==> src/rtl/video_dram_pkg.sv <==
// Shared constants and FSM state type for the video reverb DRAM frame-store scheduler.
package video_dram_pkg;
   typedef enum logic [1:0] {
      IDLE     = 2'd0,
      ISSUE_RD = 2'd1,
      ISSUE_WR = 2'd2,
      PAUSED   = 2'd3
   } state_t;

   localparam int unsigned WORD_BYTES     = 16;
   localparam int unsigned VD_FRAME_WORDS = 115200;
   localparam logic [26:0] VD_BUF0_BASE   = 27'h0000000;
   localparam logic [26:0] VD_BUF1_BASE   = 27'h0200000;
endpackage

==> src/rtl/video_dram_arb_pick.sv <==
// Write/read arbitration: writes win when starved or urgent, otherwise reads win.
module video_dram_arb_pick
   import video_dram_pkg::*;
#(
   parameter int unsigned STARVE_LIMIT = 4,
   parameter int unsigned WR_URGENT    = 48
) (
   input  logic       wr_elig,
   input  logic       rd_elig,
   input  logic [3:0] starve_cnt,
   input  logic [7:0] wr_avail,
   output logic       grant_valid,
   output logic       grant_write
);
   always_comb begin
      grant_valid = wr_elig | rd_elig;
      grant_write = wr_elig && (!rd_elig ||
                                32'(starve_cnt) >= STARVE_LIMIT ||
                                32'(wr_avail) >= WR_URGENT);
   end
endmodule

==> src/rtl/video_dram_scheduler.sv <==
// Shares one DRAM command port between the reverb write stream and the read prefetch,
// ping-ponging two frame buffers on frame_sync.
module video_dram_scheduler
   import video_dram_pkg::*;
#(
   parameter int unsigned       ADDR_W       = 27,
   parameter int unsigned       BURST_BEATS  = 8,
   parameter int unsigned       FRAME_WORDS  = VD_FRAME_WORDS,
   parameter logic [ADDR_W-1:0] BUF0_BASE    = ADDR_W'(VD_BUF0_BASE),
   parameter logic [ADDR_W-1:0] BUF1_BASE    = ADDR_W'(VD_BUF1_BASE),
   parameter int unsigned       STARVE_LIMIT = 4,
   parameter int unsigned       WR_URGENT    = 48
) (
   input  logic              clk,
   input  logic              rst_n,
   input  logic              enable,
   input  logic              frame_sync,
   input  logic [7:0]        wr_avail,
   input  logic [7:0]        rd_space,
   input  logic              rd_beat_valid,
   output logic              cmd_valid,
   input  logic              cmd_ready,
   output logic              cmd_write,
   output logic [ADDR_W-1:0] cmd_addr,
   output logic              buf_sel,
   output logic              busy,
   output logic              sync_err
);
   localparam logic [16:0] IDX_BURST   = 17'(BURST_BEATS);
   localparam logic [16:0] IDX_FRAME   = 17'(FRAME_WORDS);
   localparam logic [8:0]  OUT_BURST   = 9'(BURST_BEATS);
   localparam logic [7:0]  AVAIL_BURST = 8'(BURST_BEATS);

   state_t      state;
   logic [16:0] wr_idx, rd_idx, eff_wr, eff_rd;
   logic [8:0]  rd_out, rd_free;
   logic [3:0]  starve_cnt, eff_starve;
   logic        pending_sync, issuing, apply, eff_buf, rd_hs;
   logic        wr_elig, rd_elig, grant_valid, grant_write;
   logic [ADDR_W-1:0] wr_addr, rd_addr;

   // A pending swap is applied in the same cycle the next command is chosen, so the
   // decision already sees the new buffer and cleared indices.
   always_comb begin
      issuing    = (state == ISSUE_RD) || (state == ISSUE_WR);
      apply      = !issuing && (pending_sync || frame_sync);
      rd_hs      = cmd_valid && cmd_ready && (state == ISSUE_RD);
      eff_buf    = apply ? ~buf_sel : buf_sel;
      eff_wr     = apply ? '0 : wr_idx;
      eff_rd     = apply ? '0 : rd_idx;
      eff_starve = apply ? '0 : starve_cnt;
      rd_free    = {1'b0, rd_space} - rd_out;
      wr_elig    = (wr_avail >= AVAIL_BURST) && (eff_wr < IDX_FRAME);
      rd_elig    = ({1'b0, rd_space} >= rd_out) && (rd_free >= OUT_BURST) &&
                   (eff_rd < IDX_FRAME);
      wr_addr    = (eff_buf ? BUF1_BASE : BUF0_BASE) + ADDR_W'(eff_wr) * ADDR_W'(WORD_BYTES);
      rd_addr    = (eff_buf ? BUF0_BASE : BUF1_BASE) + ADDR_W'(eff_rd) * ADDR_W'(WORD_BYTES);
   end

   video_dram_arb_pick #(
      .STARVE_LIMIT (STARVE_LIMIT),
      .WR_URGENT    (WR_URGENT)
   ) u_arb (
      .wr_elig     (wr_elig),
      .rd_elig     (rd_elig),
      .starve_cnt  (eff_starve),
      .wr_avail    (wr_avail),
      .grant_valid (grant_valid),
      .grant_write (grant_write)
   );

   assign busy = (state != IDLE);

   always_ff @(posedge clk or negedge rst_n) begin
      if (!rst_n) begin
         state        <= IDLE;
         cmd_valid    <= 1'b0;
         cmd_write    <= 1'b0;
         cmd_addr     <= '0;
         buf_sel      <= 1'b0;
         sync_err     <= 1'b0;
         wr_idx       <= '0;
         rd_idx       <= '0;
         rd_out       <= '0;
         starve_cnt   <= '0;
         pending_sync <= 1'b0;
      end else begin
         pending_sync <= issuing && (pending_sync || frame_sync);
         rd_out <= rd_out + (rd_hs ? OUT_BURST : 9'd0) - (rd_beat_valid ? 9'd1 : 9'd0);
         if (apply) begin
            buf_sel    <= ~buf_sel;
            sync_err   <= sync_err | (wr_idx != IDX_FRAME);
            wr_idx     <= '0;
            rd_idx     <= '0;
            starve_cnt <= '0;
         end
         case (state)
            IDLE: begin
               if (!enable) begin
                  state <= PAUSED;
               end else if (grant_valid) begin
                  state     <= grant_write ? ISSUE_WR : ISSUE_RD;
                  cmd_valid <= 1'b1;
                  cmd_write <= grant_write;
                  cmd_addr  <= grant_write ? wr_addr : rd_addr;
                  if (grant_write)
                     starve_cnt <= '0;
                  else if (wr_elig)
                     starve_cnt <= (eff_starve == '1) ? eff_starve : eff_starve + 4'd1;
               end
            end
            ISSUE_RD: begin
               if (cmd_ready) begin
                  cmd_valid <= 1'b0;
                  rd_idx    <= rd_idx + IDX_BURST;
                  state     <= IDLE;
               end
            end
            ISSUE_WR: begin
               if (cmd_ready) begin
                  cmd_valid <= 1'b0;
                  wr_idx    <= wr_idx + IDX_BURST;
                  state     <= IDLE;
               end
            end
            PAUSED: begin
               if (enable)
                  state <= IDLE;
            end
         endcase
      end
   end
endmodule

==> config.mk <==
export PLATFORM = sky130hd
export DESIGN_NAME = video_dram_scheduler
export DESIGN_NICKNAME = d
export VERILOG_FILES = /design/src/rtl/video_dram_pkg.sv /design/src/rtl/video_dram_arb_pick.sv /design/src/rtl/video_dram_scheduler.sv
export SDC_FILE = /design/constraint.sdc
export NUM_CORES = 1
export LEC_CHECK = 0
export CAP_MARGIN = 0
export CORE_ASPECT_RATIO = 1.1
export CORE_MARGIN = 2
export CORE_UTILIZATION = 47
export CTS_BUF_LIST = sky130_fd_sc_hd__clkbuf_8
export CTS_CLUSTER_DIAMETER = 60
export DETAILED_ROUTE_END_ITERATION = 10
export PLACE_DENSITY = 0.68
export SYNTH_ARGS = -nofsm -noshare
export SYNTH_HDL_FRONTEND = slang
export SYNTH_SLANG_ARGS = --single-unit
==> constraint.sdc <==
create_clock -name clk -period 4.19 [get_ports clk]
set_input_delay 0.6285 -clock clk [delete_from_list [all_inputs] [get_ports clk]]
set_output_delay 0.6285 -clock clk [all_outputs]
set_load 0.02 [all_outputs]
==> out/results.env <==
STATUS='finished clean'
CTS.PATH.MAX_BUFFERS=2
VIAS_PER_CELL=5.54
RR_ENDPOINT='rd_out[8]$_DFF_PN0_'
NUMBER_OF_GLOBAL_ROUTE_VIAS_BEFORE_REPAIR=3144
FINAL-MAX-SLEW-VIOLATION-COUNT=0
CTS-HOLD-FIX-BUFFERS=0
CTS_TREE='yes'
DRT_DRC_VIOLATIONS_LEFT=0
CTSROOTBUFFERMASTER='clkbuf_8'
CTS_HTREE_LEVELS=3
ANTENNA_LEFT=0
DRT_PASS1_ITERATIONS=4
FINAL_NETS=538
MAX_CLOCK_FREQ_GHz=0.311
CRIT-REG2REG-LAUNCH='state[1]$_DFFE_PN0P_'
FINALCLOCKSKEW_NS=0.00946
DPL.HPWL_MM=6.74
SEQ_AREA_FRAC_SYNTH_PCT=43.3
GRT_MAX_DEGREE=42
HOLD_CRIT_PATH_TYPE='in2async'
DRIVE_ABOVE_1_SHARE_PCT=6.67
TOTAL_POWER_mW=2.76
FINALINSTANCEAREA_MM2=0.00483
DIE_X_UM=93.8
CTS_BUFFERS=9
SYNTH.DISTINCT_CELLS=56
SYNTHESIS.YOSYS.WARNINGS=0
POWER_LEAKAGE_nW=2.16
PIN_SLEW_WITH_THE_LEAST_HEADROOM_TO_ITS_LIMIT_NS=0.931
WORST-R2R-SETUP-SLACK_NS=1.08
POSTPLACECELLAREA_MM2=0.00464
COMB_POWER_SHARE_PCT=48.5
TIMING.CRITICAL_PATH.ARRIVAL_NS=3.45
POSTSYNTH.TOPFLOPCELL='dfrtp_1'
N_FILL_CELL=818
FP.DIEH_UM=103
CRITICAL_PATH.ENDPOINT_TYPE='flip-flop'
CLKPWRFRAC_PCT=19.3
FIRST_PASS_GRT_WIRE_LENGTH_MM=15.4
CRIT_FANOUT=17
PIN_COUNT=54
REPORT.FINAL.HOLD_VIOL_COUNT=0
NET-SWITCHING-POWER_mW=1.12
SETUP_VIOL=0
DR.FIRST_ITER.DRC_COUNT=147
PLACEABLECOREAREA_MM2=0.00874
MAX_SLEW_MARGIN_PCT=37.9
YS_TOP_CELLS_BY_AREA='dfrtp_1 (43%), ha_1 (7.2%), nand2_1 (4.9%)'
POWER.SWITCHING_FRACTION_PCT=40.6
CLOCK_LATENCY_NS=0.35
YS_TOP_CELLS_BY_COUNT='dfrtp_1 (72), nand2_1 (54), o21ai_0 (30)'
SYNTH.MOST_COMMON_CELL='dfrtp_1'
ENDPOINT='cmd_addr[20]$_DFFE_PN0P_'
GRT_USE_TOTAL_PCT=20.4
FINAL.PERIOD_UTILIZATION_PCT=76.7
SETUP.WORST_PATH.CLASS='in2reg'
ROUTE.DETAILED.WL_PER_INST_UM=14.9
SYNTH-SEQ-CELLS=72
CRIT_PATH_START='rd_space[4]'
FINALWEIGHTEDCONGESTION=0.909
ANTENNA_VIOLATIONS_BEFORE_REPAIR=0
CTS.CLK_SLEW.WORST_PATHS_NS=0.08
PORT_BUFFER_COUNT=41
IR_WORST_VDD_mV=0.453
SYNTH.CELL_AREA_MM2=0.00417
MAXCAPVIOLATIONS=0
GRT_SETUP_UNREPAIRED='no'
REG2REGPATHDEPTH=13
FLOORPLAN.ROWS=36
CP_DATA_REQUIRED_TIME_NS=4.42
TOTAL_INSERTED_ANTENNA_CELLS=0
POSTSYNTHCELLCOUNT=448
PWR_DENSITY_CELL_mW_PER_MM2=572
SYNTH.TOP_CELL.AREA_SHARE_PCT=43.3
POST_CTS_BUFFERS=0
SEQUENTIALPOWERSHARE_PCT=32.1
DRT-TOTAL-WL_MM=9.04
SHORTEST_CLOCK_PERIOD_THE_WORST_PATH_ALLOWS_AFTER_LAYOUT_NS=3.21
TIMING.CRITICAL_PATH.FROM_TYPE='input pin'
SYNTH_EDF_COUNT=0
INITIAL_UTILIZATION_PCT=47.7
POWER.INTERNAL_mW=1.64
CLOCK_SINKS=72
DR_TOTAL_VIAS=3373
SYNTH_AREA_PER_CELL_UM2=9.30
ASYNCSETRESETFLOPFRACSYNTH_PCT=100
GRT_OVERFLOW_TOTAL=0
TIMING.SETUP.TNS_NS=0
POST_CTS_RESIZE_COUNT=0
AREA_ENCLOSED_BY_THE_DIE_BOUNDARY_MM2=0.00963
AREA_DELTA_SYNTH_FINAL_PCT=16.0
BIGGEST_AREA_CONSUMER_AMONG_SYNTHESIZED_CELLS='dfrtp_1'
==> worst min-delay path by stage <==
stage / cells after the start / slack [ns] / endpoint / startpoint
2_1_floorplan: 0 / 0.33 / buf_sel$_DFF_PN0_ / rst_n
6_report: 1 / 0.41 / rd_idx[12]$_DFF_PN0_ / rst_n
3_5_place_dp: 1 / 0.46 / sync_err$_DFFE_PN0P_ / sync_err$_DFFE_PN0P_
5_1_grt: 1 / 0.50 / rd_idx[12]$_DFF_PN0_ / rst_n
3_3_place_gp: 2 / 0.47 / cmd_addr[17]$_DFFE_PN0P_ / cmd_addr[17]$_DFFE_PN0P_
4_1_cts: 1 / 0.44 / rd_idx[12]$_DFF_PN0_ / rst_n
==> flip-flops by register name, summed over array words and instances, names as in the netlist, 2 cells and up <==
register,flops
cmd_addr,18
rd_idx,17
rd_out,9
starve_cnt,4
state,2
wr_idx,17
==> power by group through the flow <==
stage	registers [mW]	clock network (mW)	logic, mW
3_5_place_dp	0.903	0	1.34
5_1_grt	0.903	0.584	1.51
3_3_place_gp	0.900	0	1.30
6_report	0.888	0.535	1.34
2_1_floorplan	0.913	0	1.00
4_1_cts	0.889	0.554	1.35
==> cell usage in the layout, fill, tap and decap left out, types with 3 or more instances in the layout <==
cell,count
mux2i_1,19
clkbuf_8,10
nor3_1,5
xor2_1,3
o21ai_1,18
and3_1,13
clkdlybuf4s50_1,40
buf_4,7
nor4_1,4
conb_1,9
dfrtp_1,72
nand3_1,18
o21a_1,6
nor2_1,26
o21ai_0,30
inv_1,27
nor2b_1,3
and2_1,10
xnor2_1,8
nand4_1,5
nand2_1,54
ha_1,24
a31oi_1,5
o21bai_1,5
a311oi_1,5
a21oi_1,28
==> kinds of logic (layout without fill, tap and decap cells) <==
group | after synthesis | count (layout) | synth area share, %
muxes | 19 | 19 | 4.57
and+or+nand+nor | 149 | 149 | 17.6
AOI/OAI and AO/OA | 122 | 122 | 18.6
adders and majority gates | 25 | 25 | 7.69
buffers and inverters | 49 | 88 | 5.92
other | 1 | 9 | 0.0900
xor gates and xnor gates | 11 | 11 | 2.31
DFF | 72 | 72 | 43.3
==> per-layer routing <==
metal  GRT usage (%)  vias up  share of wire (%)
met1            26.3     1640                 45
met3            2.92       10                3.7
met4            8.03        0                1.2
li1                -     1662                  -
met2            34.8       61                 50
met5               0        -                  0
==> stage by stage <==
step | hold slack [ns] | util, % | setup WS (ns) | std cells
2_1_floorplan | 0.333 | - | 1.38 | 456
3_3_place_gp | 0.468 | 53.1 | 0.623 | 594
3_5_place_dp | 0.465 | 53.1 | 0.577 | 594
4_1_cts | 0.445 | 55.3 | 0.948 | 609
5_1_grt | 0.497 | 55.3 | 0.773 | 609
6_report | 0.407 | 55.3 | 0.977 | 609
==> critical path: stages <==
cell	delay (ns)
clkdlybuf4s50_1	0.42
ha_1	0.40
nand3_2	0.13
o21bai_1	0.16
nand3_1	0.11
a311o_1	0.39
a31o_1	0.26
o21ai_2	0.20
buf_4	0.35
mux2i_1	0.31
o21ai_1	0.08
==> cell type report <==
type                            instances  area (µm²)  share of cell area, %
Tap cell                              114         143                   2.95
Timing Repair Buffer                   48         458                   9.48
Clock inverter                          5        50.0                   1.04
Sequential cell                        72        1800                   37.3
Multi-Input combinational cell        335        2150                   44.4
Inverter                               25        93.8                   1.94
Clock buffer                           10         138                   2.85
Note: power is estimated with default switching activity, not from simulation.
